$ cat src/rtl/rx_fifo_if.sv
// -----------------------------------------------------------------------------
// rx_fifo_if
// Bundles the producer/consumer signals of the receive FIFO.
//   master : the surrounding logic (receiver control unit plus consumer);
//            drives load_buffer, packet_data and data_read, and observes status.
//   slave  : the FIFO itself.
// Signals:
//   load_buffer   - one-cycle write strobe
//   packet_data   - byte to store, valid with load_buffer
//   data_read     - pop strobe, one pop per cycle it is high
//   rx_data       - head entry (show-ahead), zero when empty
//   data_ready    - FIFO holds at least one byte
//   overrun_error - sticky: a byte was dropped because the FIFO was full
//   fifo_count    - occupancy, 0..DEPTH
//   almost_full   - only when RX_FIFO_ALMOST_FULL_EN is defined
// -----------------------------------------------------------------------------
interface rx_fifo_if #(
    parameter int DATA_WIDTH = 8,
    parameter int DEPTH      = 4
);
    localparam int ADDR_BITS = $clog2(DEPTH);

    logic                  load_buffer;
    logic [DATA_WIDTH-1:0] packet_data;
    logic                  data_read;
    logic [DATA_WIDTH-1:0] rx_data;
    logic                  data_ready;
    logic                  overrun_error;
    logic [ADDR_BITS:0]    fifo_count;
`ifdef RX_FIFO_ALMOST_FULL_EN
    logic                  almost_full;

    modport master (
        output load_buffer, packet_data, data_read,
        input  rx_data, data_ready, overrun_error, fifo_count, almost_full
    );

    modport slave (
        input  load_buffer, packet_data, data_read,
        output rx_data, data_ready, overrun_error, fifo_count, almost_full
    );
`else
    modport master (
        output load_buffer, packet_data, data_read,
        input  rx_data, data_ready, overrun_error, fifo_count
    );

    modport slave (
        input  load_buffer, packet_data, data_read,
        output rx_data, data_ready, overrun_error, fifo_count
    );
`endif
endinterface

$ cat src/rtl/rx_fifo.sv
// -----------------------------------------------------------------------------
// rx_fifo
// Receive-side byte buffer sitting directly behind the UART receiver control
// unit. Bytes captured on load_buffer are presented in arrival order with
// show-ahead read data; occupancy and a sticky overrun flag are exported.
//
// Ports:
//   clk - system clock, all state changes on the rising edge
//   rst - asynchronous, active-high reset; discards all entries immediately
//   bus - rx_fifo_if.slave (load_buffer, packet_data, data_read, rx_data,
//         data_ready, overrun_error, fifo_count[, almost_full])
//
// Optional feature: define RX_FIFO_ALMOST_FULL_EN to add parameter AF_THRESH
// and the registered almost_full output.
// -----------------------------------------------------------------------------
module rx_fifo #(
    parameter int DATA_WIDTH = 8,
    parameter int DEPTH      = 4
`ifdef RX_FIFO_ALMOST_FULL_EN
    ,
    parameter int AF_THRESH  = DEPTH - 1
`endif
) (
    input  logic        clk,
    input  logic        rst,
    rx_fifo_if.slave    bus
);
    localparam int ADDR_BITS = $clog2(DEPTH);
    localparam int CW        = ADDR_BITS + 1;

    logic [DATA_WIDTH-1:0] mem_r [DEPTH];
    logic [ADDR_BITS-1:0]  wr_ptr_r;
    logic [ADDR_BITS-1:0]  rd_ptr_r;
    logic [CW-1:0]         count_r;
    logic [CW-1:0]         count_next_s;
    logic                  overrun_r;
    logic                  rd_en_s;
    logic                  wr_en_s;
    logic                  overrun_set_s;
    logic [DATA_WIDTH-1:0] head_s;

    // Accept/reject decisions. A push into a full FIFO still succeeds when the
    // same cycle frees a slot; a pop on an empty FIFO is silently ignored.
    always_comb begin
        rd_en_s       = bus.data_read && (count_r != CW'(0));
        wr_en_s       = bus.load_buffer && ((count_r != CW'(DEPTH)) || rd_en_s);
        overrun_set_s = bus.load_buffer && !wr_en_s;
    end

    // Next occupancy; simultaneous push and pop leave it unchanged.
    always_comb begin
        case ({wr_en_s, rd_en_s})
            2'b10:   count_next_s = count_r + CW'(1);
            2'b01:   count_next_s = count_r - CW'(1);
            default: count_next_s = count_r;
        endcase
    end

    // Storage array; contents need no reset because count gates visibility.
    always_ff @(posedge clk) begin
        if (wr_en_s) begin
            mem_r[wr_ptr_r] <= bus.packet_data;
        end
    end

    // Pointers, occupancy and sticky overrun flag.
    always_ff @(posedge clk or posedge rst) begin
        if (rst) begin
            wr_ptr_r  <= ADDR_BITS'(0);
            rd_ptr_r  <= ADDR_BITS'(0);
            count_r   <= CW'(0);
            overrun_r <= 1'b0;
        end else begin
            // DEPTH is a power of two, so the pointers wrap on overflow.
            if (wr_en_s) begin
                wr_ptr_r <= wr_ptr_r + ADDR_BITS'(1);
            end
            if (rd_en_s) begin
                rd_ptr_r <= rd_ptr_r + ADDR_BITS'(1);
            end
            count_r <= count_next_s;
            // A fresh drop outranks the clear from an accepted pop.
            if (overrun_set_s) begin
                overrun_r <= 1'b1;
            end else if (rd_en_s) begin
                overrun_r <= 1'b0;
            end
        end
    end

    // Show-ahead head entry, forced to zero while empty.
    always_comb begin
        if (count_r != CW'(0)) begin
            head_s = mem_r[rd_ptr_r];
        end else begin
            head_s = '0;
        end
    end

    assign bus.rx_data       = head_s;
    assign bus.data_ready    = (count_r != CW'(0));
    assign bus.overrun_error = overrun_r;
    assign bus.fifo_count    = count_r;

`ifdef RX_FIFO_ALMOST_FULL_EN
    logic almost_full_r;

    // Tracks the next-state count so it moves on the same edge as fifo_count.
    always_ff @(posedge clk or posedge rst) begin
        if (rst) begin
            almost_full_r <= 1'b0;
        end else begin
            almost_full_r <= (count_next_s >= CW'(AF_THRESH));
        end
    end

    assign bus.almost_full = almost_full_r;
`endif
endmodule
$ cat src/flat_wrapper.sv
// flat-port wrapper written by rule: the top's interface ports become plain ports
module rx_fifo_flat 
#(
    parameter int DATA_WIDTH = 8,
    parameter int DEPTH      = 4

)
  (clk, rst, bus_load_buffer, bus_packet_data, bus_data_read, bus_rx_data, bus_data_ready, bus_overrun_error, bus_fifo_count);
  rx_fifo_if #(.DATA_WIDTH(DATA_WIDTH), .DEPTH(DEPTH)) bus_i ();
  input  logic clk;
  input  logic rst;
  input wire logic [$bits(bus_i.load_buffer)-1:0] bus_load_buffer;
  input wire logic [$bits(bus_i.packet_data)-1:0] bus_packet_data;
  input wire logic [$bits(bus_i.data_read)-1:0] bus_data_read;
  output wire logic [$bits(bus_i.rx_data)-1:0] bus_rx_data;
  output wire logic [$bits(bus_i.data_ready)-1:0] bus_data_ready;
  output wire logic [$bits(bus_i.overrun_error)-1:0] bus_overrun_error;
  output wire logic [$bits(bus_i.fifo_count)-1:0] bus_fifo_count;
  assign bus_i.load_buffer = bus_load_buffer;
  assign bus_i.packet_data = bus_packet_data;
  assign bus_i.data_read = bus_data_read;
  assign bus_rx_data = bus_i.rx_data;
  assign bus_data_ready = bus_i.data_ready;
  assign bus_overrun_error = bus_i.overrun_error;
  assign bus_fifo_count = bus_i.fifo_count;
  rx_fifo #(.DATA_WIDTH(DATA_WIDTH), .DEPTH(DEPTH)) u_core (.clk(clk), .rst(rst), .bus(bus_i));
endmodule
$ cat config.mk
export PLATFORM = sky130hd
export DESIGN_NAME = rx_fifo_flat
export DESIGN_NICKNAME = d
export VERILOG_FILES = /design/src/rtl/rx_fifo_if.sv /design/src/rtl/rx_fifo.sv /design/src/flat_wrapper.sv
export SDC_FILE = /design/constraint.sdc
export NUM_CORES = 1
export LEC_CHECK = 0
export CAP_MARGIN = 10
export CORE_MARGIN = 4
export CORE_UTILIZATION = 33
export DETAILED_ROUTE_END_ITERATION = 10
export RECOVER_POWER = 50
export SLEW_MARGIN = 10
export SYNTH_ARGS = -nofsm -noshare
export SYNTH_HDL_FRONTEND = slang
export SYNTH_SLANG_ARGS = --single-unit
$ cat constraint.sdc
create_clock -name clk -period 5.45 [get_ports clk]
set_clock_uncertainty 0.05 [all_clocks]
set_input_delay 1.09 -clock clk [delete_from_list [all_inputs] [get_ports clk]]
set_output_delay 1.09 -clock clk [all_outputs]
set_load 0.01 [all_outputs]
==> reports/results.md <==
| Stage | Quantity | This run |
|:---|:---|:---|
| outcome | Result of the run | finished, final reports clean |
| clocking | Inserted Clock Buffers | 5 |
| floorplanning | Vertical die dimension | 79.9 µm |
| placed design | GP Congestion | 0.653 |
| setup path | Endpoint of the worst register-to-register path | u_core.bus.fifo_count[2]$_DFFE_PP0P_ |
| setup path | Endpoint kind of the worst setup timing path | output pin |
| floorplanning | Die ar. | 6380 µm² |
| floorplanning | CORE AREA | 4850 µm² |
| placed design | Instance count after placement with tap cells included | 180 |
| global routing | Global router's overall resource usage | 9.97% |
| setup path | Crit path arrival time | 2270 ps |
| synth | Summed instance area of the synthesized netlist | 1700 µm² |
| setup path | Cell-by-cell trace of the critical path | mux4_2 > and2_1 > clkdlybuf4s50_1 |
| clocking | PostCTS Resize Cnt | 0 |
| finish | Post-synthesis to final-layout area growth | 22.5% |
| synth | Synthesized area divided by synthesized cell count | 18.5 µm² |
| hold path | Launch point of the worst hold path | u_core.bus.overrun_error$_DFFE_PP0P_ |
| clocking | Count of clock tree sinks | 40 |
| run | Maxcap violations | 0 |
| placed design | HPWL after detailed placement | 1.97 mm |
| global routing | Global route overflow | 0 |
| clocking | Max Root-Sink Buffers | 2 |
| clocking | Buffer type at the clock tree root | clkbuf_8 |
| timing | Setup-failing EPs final | 0 |
| synth | Synth warnings | 0 |
| routing | Final antenna-violating net count | 0 |
| floorplanning | I/O pin cnt | 25 |
| setup path | Family with the most delay on the worst path | flip-flops |
| clocking | Number of H-tree levels | 2 |
| pwr | Maximum vdd ir drop | 0.000158 V |
| timing | Final slew viol count | 0 |
| timing | Worst-margin pin slew | 642 ps |
| global routing | Number of antenna violations at the first check in global routing | 0 |
| hold path | Hold Path End | u_core.bus.overrun_error$_DFFE_PP0P_ |
| setup path | Number of buffer and inverter instances along the worst setup path | 1 |
| routing | DR WL/cell | 14.9 µm |
| setup path | Depth of the worst register-to-register path | 9 |
| clocking | CTS tree | built |
| clocking | Number of buffers inserted for hold repair after clock tree synthesis | 0 |
| timing | RSZ-0062 raised after global routing | false |
| synth | Post-synthesis net count | 110 |
| hold path | Hold path depth | 1 |
| setup path | Max Fanout on Critical Path | 10 |
| setup path | Worst r2r src | u_core.bus.fifo_count[0]$_DFFE_PP0P_ |
| setup path | Start point of the critical path | u_core.rd_ptr_r[0]$_DFFE_PP0P_ |
| setup path | Start-to-end type of the worst setup path | reg2out |
| clocking | Clock edge transition at the registers on the reported setup and hold paths | 70 ps |
| setup path | Required time at the worst-slack endpoint | 4310 ps |
| floorplanning | FP Rows | 25 |
| global routing | Via count of the first global-routing pass | 871 |
| finish | FF+latch area | 1160 µm² |
| timing | Post-route fraction of the period consumed by the critical path | 62.6% |
| floorplanning | Starting Density | 35.1% |
| global routing | Global-route wire length before repair | 4.42 mm |
| timing | Count of final hold-check violations | 0 |
| clocking | Insertion delay to the later sink of the worst-skew pair | 290 ps |
| timing | Worst slew margin relative to its limit | 57.2% |
| floorplanning | Die extent in x | 79.9 µm |
| setup path | Flop-to-flop setup slack | 3030 ps |
| setup path | Slowest-stage cell, CP | dfrtp_1 |
| routing | Number of DRC violations after detailed-routing iteration 0 | 34 |
| routing | Number of iterations in the first detailed-routing pass | 4 |
| finish | Fraction of final layout cells with drive strength greater than 1 | 14.9% |
| placed design | Input/output buffers | 24 |
| finish | Total Nets Final | 138 |
| setup path | Number of gates on the worst path with buffers counted | 3 |
| synth | Synth Instances | 92 |
| routing | Final Routed Wirelength | 2.80 mm |
| global routing | Maximum number of pins on one net before global-route repair | 13 |
| clocking | Number of buffers inserted by post-CTS setup repair | 0 |
| timing | Total negative slack for setup checks | 0 ps |
| timing | Time the final worst path needs with I/O delays and setup | 3410 ps |
| setup path | CP max stage delay | 760 ps |
| pwr | Cell Pwr Density | 537 nW/µm² |
| pwr | Leakage Power | 0.758 nW |
| synth | Synth unique cells | 20 |
| synth | Register bit count reported by yosys | 40 |
| synth | Proportion of synthesized chip area in sequential cells | 68.1% |
| routing | Detailed-route DRC error count | 0 |
| finish | Number of cells in the finished layout apart from fillers | 188 |
| routing | Per-cell via count in the routed design | 4.38 |
| routing | Via total after detailed routing | 824 |
| setup path | Nature of the critical path startpoint | flip-flop |
| finish | Count of inserted antenna diode cells | 0 |
| hold path | Path class of the lowest-slack min-delay path | reg2reg |
| timing | Top achievable clock speed | 293 MHz |
| finish | Number of filler cells placed in the layout | 433 |
| finish | Total area of multi-input combinational cells | 464 µm² |
[cell usage after synthesis]
cell	instances	share of area (%)
and2_1	12	4.4
ha_1	5	3.7
xor2_1	2	1.0
inv_1	8	1.8
mux2i_1	1	0.59
buf_6	2	1.3
xnor2_1	4	2.1
or3_4	1	0.66
nor4b_4	1	1.4
clkbuf_2	1	0.29
edfxtp_1	32	56
mux2_4	1	0.88
nor2_1	1	0.22
nor2b_2	1	0.51
dfrtp_1	8	12
nand3_2	1	0.59
fa_1	1	1.2
nand2_1	1	0.22
mux4_2	8	11
a22o_1	1	0.51
[worst max path at each step]
stage                                           endpoint  slack, ps
floorplan           u_core.bus.fifo_count[2]$_DFFE_PP0P_       2870
global placement    u_core.bus.fifo_count[2]$_DFFE_PP0P_       2300
detailed placement  u_core.bus.fifo_count[2]$_DFFE_PP0P_       2120
CTS                                       bus_rx_data[7]       1970
global route                              bus_rx_data[0]       1900
finish                                    bus_rx_data[7]       2040
[per-stage QoR]
step	utilization (%)	hold slack, ps	total power (W)	setup slack [ps]	area (µm²)
finish	43.0	456	0.00112	2040	2090
global route	43.0	470	0.00119	1900	2090
CTS	43.5	458	0.00116	1970	2110
detailed placement	41.3	443	0.000925	2120	2000
global placement	41.3	445	0.000906	2300	2000
floorplan	-	483	0.000742	2870	1700
[power breakdown]
part           internal [W]  leakage, nW  switching [W]  total (W)
Sequential         0.000412        0.389      0.0000688   0.000481
Combinational      0.000246        0.314       0.000164   0.000410
Clock              0.000136       0.0552      0.0000936   0.000229
[cell type report]
cell class / count / area share [%]
Multi-Input combinational cell: 41 / 22.2
Clock inverter: 2 / 1.68
Inverter: 8 / 1.44
Tap cell: 67 / 4.02
Sequential cell: 40 / 55.6
Clock buffer: 6 / 3.48
Timing Repair Buffer: 24 / 11.5
[kinds of logic after synthesis]
logic type,after synthesis,synth area share [%]
and+or+nand+nor,18,8.00
AOI/OAI and AO/OA,1,0.514
xor gates and xnor gates,6,3.08
buffers and inverters,11,3.38
muxes,10,12.0
DFF,40,68.1
adders and majority gates,6,4.85
[cells in the final DEF (no fill, tap or decap), types with 2 or more instances in the layout]
cell and instances:
edfxtp_1 32, clkdlybuf4s50_1 13, and2_1 12, dlygate4sd3_1 11, inv_1 8, mux4_2 8, dfrtp_1 8, ha_1 5
clkbuf_8 5, xnor2_1 4, xor2_1 2
[flip-flops by register name, indices dropped and copies added, names as in the netlist]
name	cells
u_core.mem_r	32
u_core.rd_ptr_r	2
u_core.wr_ptr_r	2
u_core.bus.fifo_count	3
u_core.bus.overrun_error	1
[per-layer routing]
metal,global-route usage [%],wire length (µm)
met1,10.3,1110
met2,16.6,1510
met3,3.95,121
met4,6.59,57
met5,0,0
(Power assumes the default switching activity.)
